## src/rtl/if_fetch_stage_pkg.sv

```systemverilog
// Shared definitions for the fetch stage: RV32 opcode, boot constants, fetch FSM encoding.
// Pure declarations, no logic.
package if_fetch_stage_pkg;

  localparam logic [6:0]  OPC_OP_IMM  = 7'b0010011;
  localparam logic [31:0] RV_NOP_INST = {12'd0, 5'd0, 3'b000, 5'd0, OPC_OP_IMM};
  localparam logic [31:0] RV_RESET_PC = 32'h0000_0000;

  typedef enum logic [1:0] {
    ST_IDLE  = 2'd0,
    ST_REQ   = 2'd1,
    ST_WAIT  = 2'd2,
    ST_STALL = 2'd3
  } fetch_state_e;

  function automatic logic [31:0] word_align(input logic [31:0] a);
    return a & ~32'd3;
  endfunction

endpackage

```

## src/rtl/fetch_skid_buf.sv

```systemverilog
// One-entry {inst,pc} holding register that parks a fetched word while decode stalls.
// Zero latency: the value loaded on one edge is visible after it; clear overrides load.
module fetch_skid_buf (
  input  logic        clk,
  input  logic        rst_n,
  input  logic        i_load,
  input  logic        i_unload,
  input  logic        i_clear,
  input  logic [31:0] i_inst,
  input  logic [31:0] i_pc,
  output logic        o_full,
  output logic [31:0] o_inst,
  output logic [31:0] o_pc
);

  logic        r_full;
  logic [31:0] r_inst;
  logic [31:0] r_pc;

  always_ff @(posedge clk or negedge rst_n) begin
    if (!rst_n) begin
      r_full <= 1'b0;
      r_inst <= '0;
      r_pc   <= '0;
    end else if (i_clear) begin
      r_full <= 1'b0;
    end else if (i_load) begin
      r_full <= 1'b1;
      r_inst <= i_inst;
      r_pc   <= i_pc;
    end else if (i_unload) begin
      r_full <= 1'b0;
    end
  end

  assign o_full = r_full;
  assign o_inst = r_inst;
  assign o_pc   = r_pc;

endmodule

```

## src/rtl/if_fetch_stage.sv

```systemverilog
// rv32i instruction fetch: one outstanding imem read, 2-cycle req-to-if_valid latency.
// Decode backpressure parks one word in the skid buffer; fetching then halts until id_ready.
module if_fetch_stage
  import if_fetch_stage_pkg::*;
#(
  parameter logic [31:0] RESET_PC = RV_RESET_PC,
  parameter logic [31:0] NOP_INST = RV_NOP_INST
) (
  input  logic        clk,
  input  logic        reset,
  output logic        imem_req_valid,
  output logic [31:0] imem_req_addr,
  input  logic        imem_req_ready,
  input  logic        imem_rsp_valid,
  input  logic [31:0] imem_rsp_data,
  input  logic        redirect_valid,
  input  logic [31:0] redirect_pc,
  input  logic        id_ready,
  output logic        if_valid,
  output logic [31:0] if_inst,
  output logic [31:0] if_pc,
  output logic [31:0] if_pc_plus4
);

  fetch_state_e r_state;
  logic         r_kill;
  logic         r_if_valid;
  logic [31:0]  r_pc;
  logic [31:0]  r_if_inst;
  logic [31:0]  r_if_pc;

  logic         w_req_fire;
  logic         w_rsp_fire;
  logic         w_xfer;
  logic         w_slot_free;
  logic         w_skid_load;
  logic         w_skid_unload;
  logic         w_skid_full;
  logic [31:0]  w_skid_inst;
  logic [31:0]  w_skid_pc;

  assign w_req_fire    = (r_state == ST_REQ) && imem_req_ready;
  assign w_rsp_fire    = (r_state == ST_WAIT) && imem_rsp_valid;
  assign w_xfer        = r_if_valid && id_ready;
  assign w_slot_free   = !r_if_valid || id_ready;
  assign w_skid_load   = w_rsp_fire && !r_kill && !redirect_valid && !w_slot_free;
  assign w_skid_unload = (r_state == ST_STALL) && id_ready && w_skid_full && !redirect_valid;

  fetch_skid_buf u_skid (
    .clk      (clk),
    .rst_n    (reset),
    .i_load   (w_skid_load),
    .i_unload (w_skid_unload),
    .i_clear  (redirect_valid),
    .i_inst   (imem_rsp_data),
    .i_pc     (r_pc),
    .o_full   (w_skid_full),
    .o_inst   (w_skid_inst),
    .o_pc     (w_skid_pc)
  );

  always_ff @(posedge clk or negedge reset) begin
    if (!reset) begin
      r_state    <= ST_IDLE;
      r_pc       <= RESET_PC;
      r_kill     <= 1'b0;
      r_if_valid <= 1'b0;
      r_if_inst  <= NOP_INST;
      r_if_pc    <= RESET_PC;
    end else if (redirect_valid) begin
      r_pc       <= word_align(redirect_pc);
      r_if_valid <= 1'b0;
      r_if_inst  <= NOP_INST;
      // A request already accepted by imem must have its response swallowed.
      if (w_rsp_fire) begin
        r_state <= ST_REQ;
        r_kill  <= 1'b0;
      end else if ((r_state == ST_WAIT) || w_req_fire) begin
        r_state <= ST_WAIT;
        r_kill  <= 1'b1;
      end else begin
        r_state <= ST_REQ;
        r_kill  <= 1'b0;
      end
    end else begin
      if (w_xfer) begin
        r_if_valid <= 1'b0;
        r_if_inst  <= NOP_INST;
      end
      case (r_state)
        ST_IDLE: r_state <= ST_REQ;
        ST_REQ: begin
          if (imem_req_ready) r_state <= ST_WAIT;
        end
        ST_WAIT: begin
          if (imem_rsp_valid) begin
            if (r_kill) begin
              r_kill  <= 1'b0;
              r_state <= ST_REQ;
            end else begin
              r_pc <= r_pc + 32'd4;
              if (w_slot_free) begin
                r_if_valid <= 1'b1;
                r_if_inst  <= imem_rsp_data;
                r_if_pc    <= r_pc;
                r_state    <= ST_REQ;
              end else begin
                r_state <= ST_STALL;
              end
            end
          end
        end
        ST_STALL: begin
          if (id_ready && w_skid_full) begin
            r_if_valid <= 1'b1;
            r_if_inst  <= w_skid_inst;
            r_if_pc    <= w_skid_pc;
            r_state    <= ST_REQ;
          end
        end
        default: r_state <= ST_IDLE;
      endcase
    end
  end

  assign imem_req_valid = (r_state == ST_REQ);
  assign imem_req_addr  = r_pc;
  assign if_valid       = r_if_valid;
  assign if_inst        = r_if_inst;
  assign if_pc          = r_if_pc;
  assign if_pc_plus4    = r_if_pc + 32'd4;

endmodule

```

## config.mk

```make
export PLATFORM = sky130hd
export DESIGN_NAME = if_fetch_stage
export DESIGN_NICKNAME = d
export VERILOG_FILES = /design/src/rtl/if_fetch_stage_pkg.sv /design/src/rtl/fetch_skid_buf.sv /design/src/rtl/if_fetch_stage.sv
export SDC_FILE = /design/constraint.sdc
export NUM_CORES = 1
export LEC_CHECK = 0
export BUFFER_PORTS_ARGS = -buffer_cell sky130_fd_sc_hd__buf_2
export CAP_MARGIN = 10
export CORE_ASPECT_RATIO = 0.5
export CORE_MARGIN = 2
export CORE_UTILIZATION = 56
export DETAILED_ROUTE_END_ITERATION = 8
export MAX_ROUTING_LAYER = met4
export PLACE_DENSITY = 0.83
export SYNTH_ARGS = -nofsm -noshare
export SYNTH_HDL_FRONTEND = slang
export SYNTH_HIERARCHICAL = 1
export SYNTH_SLANG_ARGS = --single-unit
export TNS_END_PERCENT = 10
```

## constraint.sdc

```tcl
create_clock -name clk -period 5.8 [get_ports clk]
set_input_delay 0.87 -clock clk [delete_from_list [all_inputs] [get_ports clk]]
set_output_delay 0.87 -clock clk [all_outputs]
set_load 0.02 [all_outputs]
```

==> results of run 1 <==
[cells by family (layout without fill, tap and decap cells)]
logic type                 count (synthesis)  after routing  share of synthesized area [%]
and+or+nand+nor                          202            202                           13.5
muxes                                    123            123                           18.9
other                                      1              5                         0.0444
AOI/OAI and AO/OA                        126            126                           9.73
xor gates and xnor gates                  39             39                           4.04
adders and majority gates                  6              6                          0.889
buffers and inverters                     63            246                           4.52
DFF                                      163            163                           48.3
[through the flow]
stage	utilization, %	cell area, sq um	hold WS [ps]	setup WS [ps]
2_1_floorplan	-	8460	476	2990
5_1_grt	69.0	10100	487	2000
6_report	69.0	10100	473	2190
4_1_cts	69.0	10100	475	2260
3_3_place_gp	64.6	9420	454	2750
3_5_place_dp	64.6	9420	460	2700
[worst paths after layout]
path                             from                to  slack, ps  cells past startpoint
setup / recovery             if_pc[4]   if_pc_plus4[28]       2190                      5
hold / removal             if_inst[6]        if_inst[6]        470                      1
setup reg to reg           r_state[0]       if_inst[27]       2840                      5
hold reg to reg            if_inst[6]        if_inst[6]        470                      1
max in group asynchronous       reset         if_pc[31]       3910                      2
min in group asynchronous       reset  u_skid/o_inst[7]        590                      1
[layout by cell type, fill, tap and decap left out, types with 16 or more instances in the layout]
master / n
sky130_fd_sc_hd__buf_2: 194
sky130_fd_sc_hd__clkbuf_16: 17
sky130_fd_sc_hd__dfrtp_1: 160
sky130_fd_sc_hd__o21ai_0: 26
sky130_fd_sc_hd__nand4_1: 16
sky130_fd_sc_hd__mux2_2: 54
sky130_fd_sc_hd__a21oi_1: 23
sky130_fd_sc_hd__mux2_4: 60
sky130_fd_sc_hd__nand3_1: 53
sky130_fd_sc_hd__nand2_1: 41
sky130_fd_sc_hd__a22oi_1: 21
sky130_fd_sc_hd__xnor2_1: 29
sky130_fd_sc_hd__nor2_1: 25
sky130_fd_sc_hd__a31oi_1: 16
sky130_fd_sc_hd__or4_1: 19
[report_power, final]
part	switching, mW	internal (mW)	total [mW]	leakage, nW
Combinational	0.780	0.513	1.29	2.28
Sequential	0.258	1.31	1.56	2.14
Clock	0.451	0.796	1.25	0.312
Total	1.49	2.61	4.10	4.73
[state kept, by name, summed over array words and instances (netlist names)]
| signal | cells |
|---|---|
| u_skid/o_full | 1 |
| r_kill | 1 |
| imem_req_addr | 30 |
| if_valid | 1 |
| if_inst | 32 |
| u_skid/o_pc | 32 |
| r_state | 2 |
| if_pc | 32 |
| u_skid/o_inst | 32 |
[critical path: cells and delay by family, from the launching register on]
| kind | cells | cell delay, ps |
|---|---|---|
| XOR/XNOR | 1 | 260 |
| buffers and inverters | 1 | 200 |
| flip-flops | 1 | 450 |
| AND/OR/NAND/NOR | 3 | 1400 |
[layout make-up]
cell class	instances	area (sq um)	area share, %
tap	198	248	2.46
timing repair buffer	200	1020	10.1
clock inverter	8	175	1.74
clock buffer	22	474	4.71
multi-input combinational	500	4010	39.8
antenna	1	2.50	0.0249
inverter	16	60.1	0.596
sequential	163	4080	40.5
[layer usage]
metal | GRT usage [%] | part of all wire (%) | up-vias
met4 | 9.29 | 2.0 | 0
li1 | - | - | 3005
met1 | 36.5 | 42 | 3420
met3 | 5.98 | 6.0 | 44
met2 | 46.1 | 50 | 280
met5 | - | 0 | -
==> metrics.txt, run 1 <==
detailed-placement wirelength estimate between 10000 and 15000 um; standard cell core area 0.0146 sq mm; Clock transition at path regs 60 ps; final net count just under 1000; Yosys reg bits about 160; share of the synthesized area in the top cell type about 47%; number of setup violations in the final report 0; 1st-pass router iterations 5; number of enable-type register cells in the synthesized netlist 0; overall power consumption 4.10 mW; drt total wl ~22000 um; number of buffers between clock root and the deepest sink 2; number of global-route vias before repair 6843; top fanout value on the critical path 7; number of max-cap violations 0; required time worst endpoint 4930 ps; average size of a mapped cell approximately 12 sq um; Inserted Clock Buffers 17; routed len/inst 19.7 um; dominant cell type by area after synthesis sky130_fd_sc_hd__dfrtp_1; wire length of the first global-routing pass approximately 35000 um; number of vias per cell after detailed routing 6.09; ordered list of cells on the worst path nand3_1 > nor4_1 > nand3_1 > xnor2_1 > buf_2; overflow left after global routing 0; leakage power total 4.73 nW; leading cell type by number of instances after synthesis sky130_fd_sc_hd__dfrtp_1; Period Utilization, post-route 62.2%; initial antenna violation count 1; launching element type of the critical path flop; post-synthesis instance total approximately 720; most numerous cell on the critical path sky130_fd_sc_hd__nand3_1; cells taking the most area after synthesis sky130_fd_sc_hd__dfrtp_1 (47%), sky130_fd_sc_hd__mux2_4 (11%), sky130_fd_sc_hd__mux2_2 (7.2%); GRT Total Usage 28.7%; number of buffers inserted to repair setup after CTS 0; number of fillers in the final layout 1072; fraction of the yosys area taken by sequential cells 48.3%; number of clock sinks seen by CTS 163; Clock Tree Root sky130_fd_sc_hd__clkbuf_16; number of H-tree levels 4; CTS tree built; gpl congestion 0.863; master of the slowest instance on the critical path sky130_fd_sc_hd__nor4_1; clock latency of the later-clocked register in the worst-skew pair 420 ps; overall die area 0.0161 sq mm; Mapped Area roughly 0.0084 sq mm; Final Hold Viols 0; post-cts sizing count 0; P per Cell Area 408 mW/mm^2; number of remaining DRC errors 0; time the final worst path needs with I/O delays and setup 3610 ps; share of cells above drive strength 1 39.3%; boundary pin count 200; summed negative setup slack over all endpoints 0 ps; run status finished clean; type of element capturing the critical path output pin; predominant post-synthesis flop cell sky130_fd_sc_hd__dfrtp_1; Slew @ Worst Pin 1170 ps; width of the die 178 um; relative slew slack 21.7%; ranking of synthesized cells by instance count sky130_fd_sc_hd__dfrtp_1 (160), sky130_fd_sc_hd__mux2_4 (60), sky130_fd_sc_hd__mux2_2 (54); # port buffers 195; Area Overhead vs Synth 19.2%; Max Transition Viols Final 0; worst-case vdd ir drop 0.177 mV; largest net degree at the start of global routing 114; maximum achievable frequency 0.277 GHz; critical path data arrival time ~2700 ps; YS warnings 6; RSZ-0062 raised after global routing no; Die Height 90.9 um; asr flop ratio synth 100%; hold buffers post-CTS 0; Std-Cell Rows 31; Antenna Violating Nets Remaining 0; kind of critical path flop to output pin; unique cell type count in the Yosys netlist 55; Starting Density 57.9%; non-filler instance count after layout 1108; number of instances in the placed design 1077; number of DRC markers after the initial detailed-route iteration 711; highest cell delay on the worst timing path 890 ps; class of the tightest hold or removal check flop to flop; via count 6749; worst clock skew 11.1 ps
Note: power is estimated with default switching activity, not from simulation.
==> run 2, diff against run 1 <==
- CORE_UTILIZATION: 56 -> 49
- PLACE_DENSITY: 0.83 -> 0.77
- clock period: 5.8 -> 3.25 ns (I/O delays scaled with it)
==> run 2 against run 1 <==
Against the previous run: first-iteration DRC count decreased by 34%; die area increased by 14%; combinational power increased by 79%; cell count increased by 3.9%; total power increased by 72%; sequential share of layout area decreased by 0.27 points; sequential power increased by 78%; register-to-register slack got worse by 2200 ps; clock skew increased by 3.6 ps; global-route usage decreased by 3.6 points; final area increased by 0.66%; worst hold slack got worse by 390 ps; critical endpoint is now if_pc_plus4[26]; highest routed layer unchanged.
==> metrics.txt, run 2 (synthesis gave the netlist of run 1 again) <==
time the final worst path needs with I/O delays and setup between 2000 and 3000 ps; number of max-cap violations 0; width of the die 190 um; highest cell delay on the worst timing path 610 ps; GRT Total Usage 25.0%; class of the tightest hold or removal check primary input to async pin; routed len/inst 19.0 um; required time worst endpoint about 2800 ps; Area Overhead vs Synth 20.0%; number of H-tree levels 4; Slew @ Worst Pin about 1000 ps; number of instances in the placed design 1118; number of remaining DRC errors 0; Clock transition at path regs about 70 ps; Final Hold Viols 0; number of buffers between clock root and the deepest sink 2; Antenna Violating Nets Remaining 0; P per Cell Area a little under 700 mW/mm^2; Period Utilization, post-route 91.4%; Worst Setup Slack, final roughly 280 ps; standard cell core area 0.0166 sq mm; Max Transition Viols Final 0; RSZ-0062 raised after global routing no; Clock Tree Root sky130_fd_sc_hd__clkbuf_16; number of vias per cell after detailed routing 5.74; initial antenna violation count 1; final net count around 990; worst-case vdd ir drop 0.418 mV; 1st-pass router iterations 4; drt total wl 21800 um; via count approximately 6600; commonest cells after routing, fill and taps aside sky130_fd_sc_hd__buf_2 (194), sky130_fd_sc_hd__dfrtp_1 (160), sky130_fd_sc_hd__mux2_4 (60), sky130_fd_sc_hd__mux2_2 (54), sky130_fd_sc_hd__nand3_1 (53); detailed-placement wirelength estimate 14800 um; run status finished clean; # port buffers 195; type of element capturing the critical path output pin; master of the slowest instance on the critical path sky130_fd_sc_hd__nor4_1; overflow left after global routing 0; leakage power total 4.75 nW; Setup WS pre-CTS roughly 660 ps; number of clock sinks seen by CTS 163; post-cts sizing count 0; share of cells above drive strength 1 40.3%; maximum achievable frequency 0.337 GHz; setup slack on the worst flop-to-flop path roughly 630 ps; relative slew slack 33.3%; launching element type of the critical path flop; top fanout value on the critical path 6; Std-Cell Rows 33; gpl congestion 0.900; boundary pin count 200; largest net degree at the start of global routing 71; worst clock skew 14.7 ps; critical path data arrival time 2480 ps; hold buffers post-CTS 0; kind of critical path flop to output pin; number of DRC markers after the initial detailed-route iteration 468; Die Height 96.8 um; overall die area 0.0184 sq mm; summed negative setup slack over all endpoints 0 ps; most common cell after layout, fill and taps aside sky130_fd_sc_hd__buf_2; Inserted Clock Buffers 17; wire length of the first global-routing pass 35700 um; ordered list of cells on the worst path ha_1 > nand2_1 > nor4_1 > nand3_1 > xnor2_1 > buf_2; non-filler instance count after layout 1151; number of setup violations in the final report 0; clock latency of the later-clocked register in the worst-skew pair 420 ps; number of buffers inserted to repair setup after CTS 0; Starting Density 50.8%; number of global-route vias before repair 6802; CTS tree built
run 2: cell types whose count changed in the layout (fill, tap and decap cells not counted):
cell / before / now
sky130_fd_sc_hd__buf_12: 0 / 1
sky130_fd_sc_hd__clkbuf_1: 2 / 1
sky130_fd_sc_hd__buf_4: 5 / 16
sky130_fd_sc_hd__clkinv_4: 2 / 5
sky130_fd_sc_hd__bufinv_16: 5 / 1
sky130_fd_sc_hd__inv_6: 0 / 4
sky130_fd_sc_hd__clkinvlp_4: 1 / 3
sky130_fd_sc_hd__clkbuf_8: 3 / 0
sky130_fd_sc_hd__clkinv_8: 0 / 1
run 2: cell type report:
cell class / count / area (sq um)
clock buffer: 18 / 429
timing repair buffer: 212 / 1120
fill: 1389 / 6500
sequential: 163 / 4080
inverter: 16 / 60.1
antenna: 1 / 2.50
clock inverter: 14 / 148
multi-input combinational: 500 / 4010
tap: 227 / 284
run 2: power by group:
group / switching [mW] / internal (mW)
combinational: 1.38 / 0.933
sequential: 0.444 / 2.33
clock: 0.887 / 1.08
run 2: worst paths after layout:
path	startpoint	endpoint	cells after the start
worst max register to register	r_state[0]	imem_req_addr[30]	7
max in group asynchronous	reset	u_skid/o_inst[19]	2
worst min register to register	if_inst[27]	if_inst[27]	1
min in group clk	redirect_pc[15]	imem_req_addr[15]	3
worst max-delay path	if_pc[3]	if_pc_plus4[26]	6
worst min-delay path	reset	if_inst[9]	1
run 2: metal layers:
layer | GRT usage (%) | up-vias | wire length (um)
met2 | 40.2 | 177 | 10700
met5 | - | - | 0
li1 | - | 3031 | -
met1 | 32.5 | 3364 | 9740
met3 | 4.35 | 35 | 981
met4 | 8.11 | 0 | 433
run 2: through the flow:
stage	total power [mW]	cell area (sq um)	utilization [%]	hold slack, ps
after global routing	7.41	10100	60.9	126
final	7.05	10100	60.9	78.8
after global placement	5.06	9560	57.4	459
after CTS	7.10	10100	60.9	110
after detailed placement	5.13	9560	57.4	460
after floorplan	4.26	8460	-	192
run 2: worst max-delay path: cells and delay by family, from the launching register on:
kind / cells / cell delay [ps]
buf+inv: 1 / 180
xor+xnor: 1 / 190
fa+ha+maj: 1 / 250
simple gates: 3 / 1010
flops: 1 / 450
==> run 3, diff against run 2 <==
- PLACE_DENSITY: 0.77 -> 0.78
==> run 3 against run 2 <==
Against the previous run: non-clock buffer count up 2; highest routed layer unchanged; core utilization rose by 0.33 points; largest cell class unchanged; fmax is 0.94% lower; sequential share of layout area is 0.22 points lower; wire length increased by 0.65%; sequential power is essentially flat; critical endpoint is now if_pc_plus4[16]; worst hold slack lost 20 ps.
==> metrics.txt, run 3 (synthesis gave the netlist of run 1 again) <==
Setup WS pre-CTS between 700 and 800 ps; launching element type of the critical path flop; GRT Total Usage 25.0%; number of H-tree levels 4; maximum achievable frequency 0.334 GHz; type of element capturing the critical path output pin; Final Hold Viols 0; number of remaining DRC errors 0; relative slew slack about 51%; CTS tree built; class of the tightest hold or removal check primary input to async pin; P per Cell Area 709 mW/mm^2; boundary pin count 200; clock latency of the later-clocked register in the worst-skew pair 420 ps; overall die area 0.0184 sq mm; Period Utilization, post-route 92.2%; share of cells above drive strength 1 40.5%; Area Overhead vs Synth 20.6%; number of vias per cell after detailed routing approximately 5.7; detailed-placement wirelength estimate 14900 um; Clock transition at path regs 70 ps; Clock Tree Root sky130_fd_sc_hd__clkbuf_16; wire length of the first global-routing pass ~36000 um; kind of critical path flop to output pin; number of instances in the placed design around 1100; routed len/inst approximately 19 um; critical path data arrival time 2510 ps; final instance area approximately 0.010 sq mm; required time worst endpoint between 2000 and 3000 ps; Inserted Clock Buffers 17; 1st-pass router iterations 6; RSZ-0062 raised after global routing no; width of the die 190 um; top fanout value on the critical path 6; run status finished clean; leakage power total 4.80 nW; gpl congestion 0.911; number of global-route vias before repair around 6700; Max Transition Viols Final 0; antenna diode count 0; # port buffers between 150 and 200; worst clock skew 12.8 ps; summed negative setup slack over all endpoints 0 ps; FF-to-FF path depth 6; overflow left after global routing 0; number of DRC markers after the initial detailed-route iteration between 400 and 500; number of setup violations in the final report 0; drt total wl 22000 um; non-filler instance count after layout 1152; Slew @ Worst Pin 731 ps; via count approximately 6600; final net count 988; standard cell core area between 0.015 and 0.02 sq mm; Die Height 96.8 um; commonest cells after routing, fill and taps aside sky130_fd_sc_hd__buf_2 (194), sky130_fd_sc_hd__dfrtp_1 (160), sky130_fd_sc_hd__mux2_4 (60), sky130_fd_sc_hd__mux2_2 (54), sky130_fd_sc_hd__nand3_1 (53); post-cts sizing count 0; hold buffers post-CTS 0; initial antenna violation count 0; number of buffers between clock root and the deepest sink 2; Worst Setup Slack, final 252 ps; utilization after layout 61.2%; Starting Density 50.8%; largest net degree at the start of global routing 71; dpl cell area 0.00957 sq mm; number of max-cap violations 0; most common cell after layout, fill and taps aside sky130_fd_sc_hd__buf_2; number of clock sinks seen by CTS roughly 160; worst-case vdd ir drop 0.426 mV; number of buffers inserted to repair setup after CTS 0; Antenna Violating Nets Remaining 0; Std-Cell Rows 33; time the final worst path needs with I/O delays and setup between 2000 and 3000 ps
[run 3: changes by cell type in the layout (fill, tap and decap cells not counted)]
cell                         previous run  this run
sky130_fd_sc_hd__clkinv_2               0         3
sky130_fd_sc_hd__clkinv_4               5         0
sky130_fd_sc_hd__diode_2                1         0
sky130_fd_sc_hd__bufinv_16              1         3
sky130_fd_sc_hd__clkbuf_1               1         0
sky130_fd_sc_hd__buf_4                 16        18
sky130_fd_sc_hd__clkinvlp_4             3         0
sky130_fd_sc_hd__inv_8                  0         1
sky130_fd_sc_hd__inv_6                  4         7
[run 3: critical path, stage by stage (launching register included)]
cell	delay, ps
sky130_fd_sc_hd__dfrtp_1	470
sky130_fd_sc_hd__ha_1	270
sky130_fd_sc_hd__nand2_1	190
sky130_fd_sc_hd__nor4_1	600
sky130_fd_sc_hd__nand4_1	210
sky130_fd_sc_hd__xnor2_1	180
sky130_fd_sc_hd__buf_2	180
[run 3: worst paths after layout]
kind                       slack (ps)            from                end
max reg2reg                       720      r_state[0]  imem_req_addr[21]
max in group asynchronous        2220           reset    u_skid/o_pc[16]
min reg2reg                       480     if_inst[27]        if_inst[27]
max                               250        if_pc[2]    if_pc_plus4[16]
min in group clk                  280  redirect_pc[4]   imem_req_addr[4]
min                                60           reset  u_skid/o_inst[13]
[run 3: stage by stage]
step           power, mW  hold WS, ps
6_report            7.22         58.9
5_1_grt             7.56          109
4_1_cts             7.27         92.6
3_5_place_dp        5.12          466
3_3_place_gp        5.06          458
2_1_floorplan       4.26          192
[run 3: final cells by class]
type,instances,area (sq um)
Fill cell,1404,6450
Sequential cell,163,4080
Multi-Input combinational cell,500,4010
Timing Repair Buffer,214,1140
Clock buffer,17,425
Tap cell,227,284
Clock inverter,15,194
Inverter,16,60.1
[run 3: layer usage]
layer	part of all wire, %	vias to the layer above	GRT usage, %
met5	0	-	-
met4	1.5	0	7.45
met3	4.5	29	3.41
met2	48	220	39.9
met1	46	3319	33.6
li1	-	3039	-
[run 3: where the power goes]
group          leakage [nW]  internal, mW  switching (mW)  total (mW)
Sequential             2.14          2.33           0.436        2.76
Combinational          2.35         0.933            1.40        2.33
Clock                 0.308          1.24           0.890        2.13
Total                  4.80          4.50            2.72        7.22
